<file path="src/rtl/audio_vis_pkg.sv">
// Shared types and helpers for the audio peak meter and the visualisation
// modules that consume its published peaks.
package audio_vis_pkg;

    typedef logic signed [15:0] audio_t;
    typedef logic        [14:0] peak_t;

    localparam peak_t PEAK_MAX = 15'h7FFF;

    // Magnitude of a signed sample, clamped so that -32768 lands on PEAK_MAX.
    function automatic peak_t absSat(input audio_t x);
        logic [15:0] raw;
        logic [15:0] mag;
        raw = x;
        mag = raw[15] ? (~raw + 16'd1) : raw;
        return mag[15] ? PEAK_MAX : mag[14:0];
    endfunction

    // Width of the hold counter; at least one bit so HOLD_LEN=0 still elaborates.
    function automatic int holdWidth(input int n);
        return (n < 1) ? 1 : $clog2(n + 1);
    endfunction

endpackage

</file>
<file path="src/rtl/audio_peak_meter_if.sv">
// Sample stream in, published peaks and frame strobe out.
interface audio_peak_meter_if;
    import audio_vis_pkg::*;

    logic   iSTB;
    audio_t iL;
    audio_t iR;
    peak_t  oPL;
    peak_t  oPR;
    logic   oFS;

    modport master (
        output iSTB, iL, iR,
        input  oPL, oPR, oFS
    );

    modport slave (
        input  iSTB, iL, iR,
        output oPL, oPR, oFS
    );

endinterface

</file>
<file path="src/rtl/audio_peak_meter_peak_channel.sv">
// One channel of the peak meter: rectify, window max, and the displayed peak.
// PEAK_DECAY_EN adds peak-hold and gradual decay; without it the displayed
// value is simply the maximum of the last completed frame.
module peak_channel
    import audio_vis_pkg::*;
#(
    parameter int HOLD_LEN    = 4,
    parameter int DECAY_SHIFT = 4
) (
    input  logic   iCLK,
    input  logic   iRAND_RST,
    input  audio_t sample_i,
    input  logic   stb_i,
    input  logic   stbS1_i,
    input  logic   last_i,
    input  logic   pub_i,
    output peak_t  d_o
);

    peak_t a_q;
    peak_t w_q;
    peak_t wLat_q;
    peak_t disp_q;
    peak_t disp_d;
    peak_t wNext;

    assign wNext = (a_q > w_q) ? a_q : w_q;
    assign d_o   = disp_q;

    // Rectified magnitude of each accepted sample.
    always_ff @(posedge iCLK or negedge iRAND_RST) begin
        if (!iRAND_RST) begin
            a_q <= '0;
        end else if (stb_i) begin
            a_q <= absSat(sample_i);
        end
    end

    // Running window max; the closing sample is folded in before latching.
    always_ff @(posedge iCLK or negedge iRAND_RST) begin
        if (!iRAND_RST) begin
            w_q    <= '0;
            wLat_q <= '0;
        end else if (stbS1_i) begin
            if (last_i) begin
                wLat_q <= wNext;
                w_q    <= '0;
            end else begin
                w_q <= wNext;
            end
        end
    end

`ifdef PEAK_DECAY_EN
    localparam int HW = holdWidth(HOLD_LEN);
    localparam logic [HW-1:0] HOLD_LOAD = HW'(HOLD_LEN);

    logic [HW-1:0] hold_q;
    logic [HW-1:0] hold_d;
    peak_t         step;
    peak_t         decayed;

    // Decay step is a fraction of the displayed value but never below one.
    always_comb begin
        step = disp_q >> DECAY_SHIFT;
        if (step == '0) begin
            step = 15'd1;
        end
        decayed = (disp_q > step) ? (disp_q - step) : '0;
    end

    // New peaks load immediately and arm the hold; otherwise hold, then decay.
    always_comb begin
        disp_d = disp_q;
        hold_d = hold_q;
        if (pub_i) begin
            if (wLat_q >= disp_q) begin
                disp_d = wLat_q;
                hold_d = HOLD_LOAD;
            end else if (hold_q != '0) begin
                hold_d = hold_q - 1'b1;
            end else begin
                disp_d = (wLat_q > decayed) ? wLat_q : decayed;
            end
        end
    end

    // Displayed peak and hold counter.
    always_ff @(posedge iCLK or negedge iRAND_RST) begin
        if (!iRAND_RST) begin
            disp_q <= '0;
            hold_q <= '0;
        end else begin
            disp_q <= disp_d;
            hold_q <= hold_d;
        end
    end
`else
    // Without hold/decay each publish shows the plain frame maximum.
    always_comb begin
        disp_d = disp_q;
        if (pub_i) begin
            disp_d = wLat_q;
        end
    end

    // Displayed peak.
    always_ff @(posedge iCLK or negedge iRAND_RST) begin
        if (!iRAND_RST) begin
            disp_q <= '0;
        end else begin
            disp_q <= disp_d;
        end
    end
`endif

endmodule

</file>
<file path="src/rtl/audio_peak_meter.sv">
// Stereo audio peak meter: frames FRAME_LEN accepted samples, publishes a
// 15-bit peak per channel and a one-cycle frame strobe oFS.
// Optional feature macro: PEAK_DECAY_EN (peak-hold and decay).
module audio_peak_meter
    import audio_vis_pkg::*;
#(
    parameter int FRAME_LEN   = 800,
    parameter int HOLD_LEN    = 4,
    parameter int DECAY_SHIFT = 4
) (
    input  logic iCLK,
    input  logic iRAND_RST,
    audio_peak_meter_if.slave bus
);

    typedef enum logic [0:0] {
        ACC = 1'b0,
        PUB = 1'b1
    } meterState_t;

    localparam logic [15:0] FC_LAST = 16'(FRAME_LEN - 1);

    if (FRAME_LEN < 1 || FRAME_LEN > 65535 || HOLD_LEN < 0 || DECAY_SHIFT < 0) begin : gParamCheck
        $error("audio_peak_meter: parameter out of range");
    end

    logic [15:0] fc_q;
    logic [15:0] fc_d;
    logic        last_q;
    logic        last_d;
    logic        stbS1_q;
    logic        fs_q;
    meterState_t state_q;
    meterState_t state_d;
    logic        pubTrig;
    logic        pubNow;
    peak_t       dL;
    peak_t       dR;

    assign pubTrig = stbS1_q && last_q;
    assign pubNow  = (state_q == PUB);

    // Frame position advances per accepted sample and flags the closing one.
    always_comb begin
        fc_d   = fc_q;
        last_d = 1'b0;
        if (bus.iSTB) begin
            last_d = (fc_q == FC_LAST);
            fc_d   = last_d ? 16'd0 : (fc_q + 16'd1);
        end
    end

    // Frame counter and the stage-1 strobe/last pipeline.
    always_ff @(posedge iCLK or negedge iRAND_RST) begin
        if (!iRAND_RST) begin
            fc_q    <= '0;
            last_q  <= 1'b0;
            stbS1_q <= 1'b0;
        end else begin
            fc_q    <= fc_d;
            last_q  <= last_d;
            stbS1_q <= bus.iSTB;
        end
    end

    // PUB is entered for one cycle whenever a frame closes, back-to-back if needed.
    always_comb begin
        state_d = ACC;
        case (state_q)
            ACC:     state_d = pubTrig ? PUB : ACC;
            PUB:     state_d = pubTrig ? PUB : ACC;
            default: state_d = ACC;
        endcase
    end

    // FSM state register and the frame strobe that follows each publish.
    always_ff @(posedge iCLK or negedge iRAND_RST) begin
        if (!iRAND_RST) begin
            state_q <= ACC;
            fs_q    <= 1'b0;
        end else begin
            state_q <= state_d;
            fs_q    <= pubNow;
        end
    end

    peak_channel #(
        .HOLD_LEN    (HOLD_LEN),
        .DECAY_SHIFT (DECAY_SHIFT)
    ) uChanL (
        .iCLK      (iCLK),
        .iRAND_RST (iRAND_RST),
        .sample_i  (bus.iL),
        .stb_i     (bus.iSTB),
        .stbS1_i   (stbS1_q),
        .last_i    (last_q),
        .pub_i     (pubNow),
        .d_o       (dL)
    );

    peak_channel #(
        .HOLD_LEN    (HOLD_LEN),
        .DECAY_SHIFT (DECAY_SHIFT)
    ) uChanR (
        .iCLK      (iCLK),
        .iRAND_RST (iRAND_RST),
        .sample_i  (bus.iR),
        .stb_i     (bus.iSTB),
        .stbS1_i   (stbS1_q),
        .last_i    (last_q),
        .pub_i     (pubNow),
        .d_o       (dR)
    );

    assign bus.oPL = dL;
    assign bus.oPR = dR;
    assign bus.oFS = fs_q;

endmodule
</file>
<file path="src/flat_wrapper.sv">
// flat-port wrapper written by rule: the top's interface ports become plain ports
module audio_peak_meter_flat import audio_vis_pkg::*;
#(
    parameter int FRAME_LEN   = 800,
    parameter int HOLD_LEN    = 4,
    parameter int DECAY_SHIFT = 4
)
  (iCLK, iRAND_RST, bus_iSTB, bus_iL, bus_iR, bus_oPL, bus_oPR, bus_oFS);
  audio_peak_meter_if bus_i ();
  input  logic iCLK;
  input  logic iRAND_RST;
  input wire logic [$bits(bus_i.iSTB)-1:0] bus_iSTB;
  input wire logic [$bits(bus_i.iL)-1:0] bus_iL;
  input wire logic [$bits(bus_i.iR)-1:0] bus_iR;
  output wire logic [$bits(bus_i.oPL)-1:0] bus_oPL;
  output wire logic [$bits(bus_i.oPR)-1:0] bus_oPR;
  output wire logic [$bits(bus_i.oFS)-1:0] bus_oFS;
  assign bus_i.iSTB = bus_iSTB;
  assign bus_i.iL = bus_iL;
  assign bus_i.iR = bus_iR;
  assign bus_oPL = bus_i.oPL;
  assign bus_oPR = bus_i.oPR;
  assign bus_oFS = bus_i.oFS;
  audio_peak_meter #(.FRAME_LEN(FRAME_LEN), .HOLD_LEN(HOLD_LEN), .DECAY_SHIFT(DECAY_SHIFT)) u_core (.iCLK(iCLK), .iRAND_RST(iRAND_RST), .bus(bus_i));
endmodule
</file>
<file path="config.mk">
export PLATFORM = sky130hd
export DESIGN_NAME = audio_peak_meter_flat
export DESIGN_NICKNAME = d
export VERILOG_FILES = /design/src/rtl/audio_vis_pkg.sv /design/src/rtl/audio_peak_meter_if.sv /design/src/rtl/audio_peak_meter_peak_channel.sv /design/src/rtl/audio_peak_meter.sv /design/src/flat_wrapper.sv
export SDC_FILE = /design/constraint.sdc
export NUM_CORES = 1
export LEC_CHECK = 0
export ABC_AREA = 0
export BUFFER_PORTS_ARGS = -buffer_cell sky130_fd_sc_hd__buf_2
export CAP_MARGIN = 20
export CELL_PAD_IN_SITES_DETAIL_PLACEMENT = 1
export CELL_PAD_IN_SITES_GLOBAL_PLACEMENT = 1
export CORE_MARGIN = 3
export CORE_UTILIZATION = 42
export DETAILED_ROUTE_END_ITERATION = 10
export GPL_ROUTABILITY_DRIVEN = 0
export GPL_TIMING_DRIVEN = 1
export PLACE_DENSITY = 0.88
export SETUP_SLACK_MARGIN = 0.02
export SYNTH_ARGS = -nofsm -noshare
export SYNTH_HDL_FRONTEND = slang
export SYNTH_SLANG_ARGS = --single-unit
export TNS_END_PERCENT = 10
</file>
<file path="constraint.sdc">
create_clock -name iCLK -period 2.1 [get_ports iCLK]
set_input_delay 0.21 -clock iCLK [delete_from_list [all_inputs] [get_ports iCLK]]
set_output_delay 0.21 -clock iCLK [all_outputs]
set_load 0.005 [all_outputs]
</file>
==> flow_results.org <==
** Drt
- Detail Route Antenna Nets :: 0
- The pre-antenna-repair detailed-routing pass consisted of 5 iterations.
- Via-to-Cell Ratio :: 6.28
- Via count :: 6552
- First-iteration detailed-routing DRC count :: 699
- In the final routed layout, each cell accounts on average for 27.7 um.
- Residual DRC count :: 0
- Summed over all layers, the routed wires come to 29.0 mm.

** Setup path
- Type of the setup path with the least slack :: reg2reg
- STA puts the critical path data arrival time at 2.77 ns.
- Data on the critical path is required at its endpoint by 2.42 ns.
- Startpoint kind of the worst setup timing path :: flop
- Largest driver fanout on the critical path :: 6
- Critical path endpoint category :: flop

** Finish
- Excluding fillers, the count of instances in the completed layout stands at 1044.
- Relative to the synthesized area, the layout overhead comes to 33.2%.
- The final layout contains 884 nets.
- Layout cell share with drive strength beyond 1 :: 0.347
- Once layout is complete, the utilization of the core stands at 0.576.
- Fill cells in the final layout number 1748.
- Antenna cells :: 0

** Logic synthesis
- After technology mapping, the gate count stands at 676.
- For this run, asynchronously set or reset flops after synthesis account for 1.00.
- Number of distinct library cells after synthesis :: 46
- Counting flops with a built-in enable in the synthesized netlist gives 0.
- The share of the Yosys chip area taken by registers is 0.506.
- Mapped Nets :: 744
- Flip-flop cell with the highest count after synthesis :: dfrtp_1
- Post-synthesis instance area :: 0.00692 sq mm
- Number of synthesis warnings :: 0
- Yosys reg bits :: 140
- Syn Area/Cell :: 10.2 sq um

** Floorplan
- Die area :: 0.0181 sq mm
- In this run the horizontal extent of the chip is 134 um.
- The initialized floorplan defines 46 standard-cell rows.
- I/O pin cnt :: 66
- The core region is 0.0160 sq mm.
- Initial Utilization :: 0.433
- Die height :: 134 um

** Outcome
- The final reports fail on setup timing.
- Run status :: finished with violations

** Clock network
- Clock Sink Count :: 140
- The longest clock path from root to sink contains 2 buffers.
- H-tree depth reported by CTS :: 4
- CTS tree :: built
- At the later pin of the worst-skew pair, clock insertion delay measures 0.43 ns.
- In this run, CTS created clock tree buffers numbering 17.
- Clock edge transition at the registers on the reported setup and hold paths :: 0.07 ns
- In this run the clock root is driven by a clkbuf_16.

** GRT
- The number of antenna violations at the first check in global routing came to 0.
- For met1 alone, demand over resource in global routing was 0.379.
- For this run the aggregate overflow at the end of global routing stands at 0.
- Across every metal layer, demand over resource in global routing totals 0.291.
- The number of global-route vias before repair came to 6701.
- In the global route stage, met3 resource usage came out at 0.0548.
- Fraction of met2 tracks used by global routing :: 0.482
- Global-route wire length before repair :: 40.7 mm
- In this run the most used layer during global routing was met2.
- Pin count of the biggest net entering global routing :: 58

** STA
- In the finished design, the share of the clock period the worst path needs comes to 1.17.
- Setup repair after global routing could not meet its margin everywhere.
- Highest achievable clock rate :: 407 MHz
- Worst slew pin tran :: 0.638 ns
- The worst path in the final design needs a cycle of 2.45 ns, including I/O delays and setup.
- The hold violation total from the final report came to 0.
- Final worst slack :: -0.355 ns
- Headroom to the max-slew limit came out at 0.574.
- Worst Skew :: 0.0196 ns
- Fin. max-slew vios :: 0
- Summed over all failing endpoints, the final setup total negative slack is -14.80 ns.
- Final count of negative-setup-slack endpoints :: 60

** Hold path
- The tightest min-delay check is of the in2reg type.

** Power and ir drop
- Internal power :: 7280 uW
- Maximum vdd drop :: 0.000753 V
- In this run the static leakage power is 0.00438 uW.
- Switching power of the nets :: 4750 uW
- The share of total power dissipated in sequential elements is 0.302.
- Logic pwr share :: 0.426
- For this design the ratio of total power to cell area is 1310 mW/mm^2.
- The share of total power dissipated in the clock network is 0.272.
- Of the total power, the share spent switching nets is 0.395.
- After layout, the design draws a total of 12000 uW.

** Run
- Max capacitance violation total :: 0

** Placed design
- Count of buffers inserted at the top-level ports :: 65
- Placed cell count :: 980
- Detailed placement finished with a half-perimeter wire length of 13.9 mm.
cell usage in the layout, fill, tap and decap left out, drive strengths merged, types with 10 or more instances in the layout:
| cell | synthesis | final |
|---|---|---|
| nor2 | 76 | 76 |
| mux2 | 32 | 32 |
| o21ai | 18 | 18 |
| xor2 | 19 | 19 |
| inv | 45 | 47 |
| buf | 2 | 151 |
| o221ai | 10 | 10 |
| mux2i | 16 | 16 |
| a31oi | 26 | 26 |
| a21oi | 48 | 48 |
| clkbuf | 30 | 19 |
| a22o | 19 | 19 |
| ha | 33 | 33 |
| xnor2 | 17 | 17 |
| dfrtp | 140 | 140 |
| nand2 | 57 | 57 |
critical path, cell delays in order, from the launching register on:
cell and delay [ns]:
dfrtp_1 0.44, inv_1 0.10, ha_1 0.36, nand4_1 0.21, nor2_2 0.18, o31ai_2 0.13
a21oi_4 0.26, buf_4 0.20, a21oi_4 0.07, buf_6 0.17, a32o_1 0.22
stage by stage:
step / hold WS, ns / setup WS [ns] / area, sq um
2_1_floorplan: -0.0856 / -0.0652 / 6930
3_3_place_gp: 0.211 / -0.198 / 7880
3_5_place_dp: 0.219 / -0.315 / 7880
4_1_cts: 0.0746 / -0.0928 / 8920
5_1_grt: 0.150 / -0.383 / 9220
6_report: 0.134 / -0.355 / 9220
per-layer routing:
layer / routed length, um / up-vias / part of all wire
li1: - / 2675 / -
met3: 2260 / 151 / 0.078
met5: 0 / - / 0
met4: 1540 / 0 / 0.053
met2: 13900 / 423 / 0.48
met1: 11200 / 3303 / 0.39
path summary, 6_finish.rpt:
| path | start | endpoint | slack [ns] | cells after the start |
|---|---|---|---|---|
| hold reg to reg | u_core.uChanR.d_o[14] | u_core.uChanR.d_o[14] | 0.50 | 1 |
| max in group asynchronous | iRAND_RST | u_core.uChanR.a_q[7] | 1.08 | 3 |
| min in group asynchronous | iRAND_RST | u_core.uChanR.d_o[10] | 0.35 | 2 |
| setup reg to reg | u_core.uChanR.w_q[11] | u_core.uChanR.w_q[14] | -0.35 | 10 |
| hold / removal | bus_iL[13] | u_core.uChanL.a_q[13] | 0.13 | 3 |
| setup / recovery | u_core.uChanR.w_q[11] | u_core.uChanR.w_q[14] | -0.35 | 10 |
cells in the mapped netlist (3+ instances only):
| master | instances | area (sq um) |
|---|---|---|
| inv_1 | 45 | 169 |
| nor4_1 | 5 | 31.3 |
| nand3_1 | 7 | 35.0 |
| nand2b_1 | 7 | 43.8 |
| o21ai_0 | 16 | 80.1 |
| clkbuf_1 | 30 | 113 |
| and3_1 | 5 | 31.3 |
| nand2_1 | 57 | 214 |
| a21oi_1 | 48 | 240 |
| xor2_1 | 19 | 166 |
| nor2b_1 | 3 | 18.8 |
| nand4_1 | 9 | 56.3 |
| mux2_2 | 32 | 360 |
| xnor2_1 | 17 | 149 |
| nand3b_1 | 4 | 30.0 |
| dfrtp_1 | 140 | 3500 |
| o41ai_1 | 3 | 26.3 |
| nor2_1 | 76 | 285 |
| a22o_1 | 19 | 166 |
| or4_1 | 4 | 30.0 |
| a31oi_1 | 26 | 163 |
| o21a_1 | 3 | 22.5 |
| ha_1 | 33 | 413 |
| nand4b_1 | 9 | 78.8 |
| nor3_1 | 3 | 15.0 |
| mux2i_1 | 16 | 160 |
| o31ai_1 | 6 | 45.0 |
| o221ai_1 | 10 | 87.6 |
power by group through the flow:
| stage | Combinational [uW] | Clock, uW | Sequential (uW) |
|---|---|---|---|
| finish | 5120 | 3280 | 3630 |
| global route | 5310 | 3380 | 3650 |
| CTS | 3960 | 3190 | 3500 |
| detailed placement | 3000 | 0 | 3510 |
| global placement | 2720 | 0 | 3460 |
| floorplan | 1930 | 0 | 3400 |
flip-flops by register name, indices dropped and copies added, names as in the netlist, 15 cells and up:
| name | count |
|---|---|
| u_core.uChanR.a_q | 15 |
| u_core.uChanR.wLat_q | 15 |
| u_core.uChanL.wLat_q | 15 |
| u_core.uChanL.a_q | 15 |
| u_core.fc_q | 16 |
| u_core.uChanR.d_o | 15 |
| u_core.uChanR.w_q | 15 |
| u_core.uChanL.d_o | 15 |
| u_core.uChanL.w_q | 15 |
kinds of logic after synthesis:
| group | after synthesis | share of synthesized area |
|---|---|---|
| and+or+nand+nor | 199 | 0.138 |
| AOI/OAI and AO/OA | 143 | 0.134 |
| DFF | 140 | 0.506 |
| buffers and inverters | 77 | 0.0419 |
| muxes | 48 | 0.0752 |
| xor gates and xnor gates | 36 | 0.0456 |
| adders and majority gates | 33 | 0.0597 |
area by class of cell:
class                   instances  area, sq um  area share
multi-input cells             460         3590       0.390
flip-flops and latches        140         3510       0.380
repair buffers                152         1070       0.116
clock buffers                  19          453      0.0491
well taps                     216          270      0.0293
inverters                      45          169      0.0183
clock inverters                12          161      0.0175
what timing repair did:
action	4_1_cts	5_1_grt
hold buffers	1	0
setup endpoints to repair	60	60
gates cloned	4	2
buffers inserted	13	13
endpoints found under the hold margin	55	0
pin swaps	46	26
gates resized for setup	60	34
No activity file was read; power rests on OpenSTA's default activity.
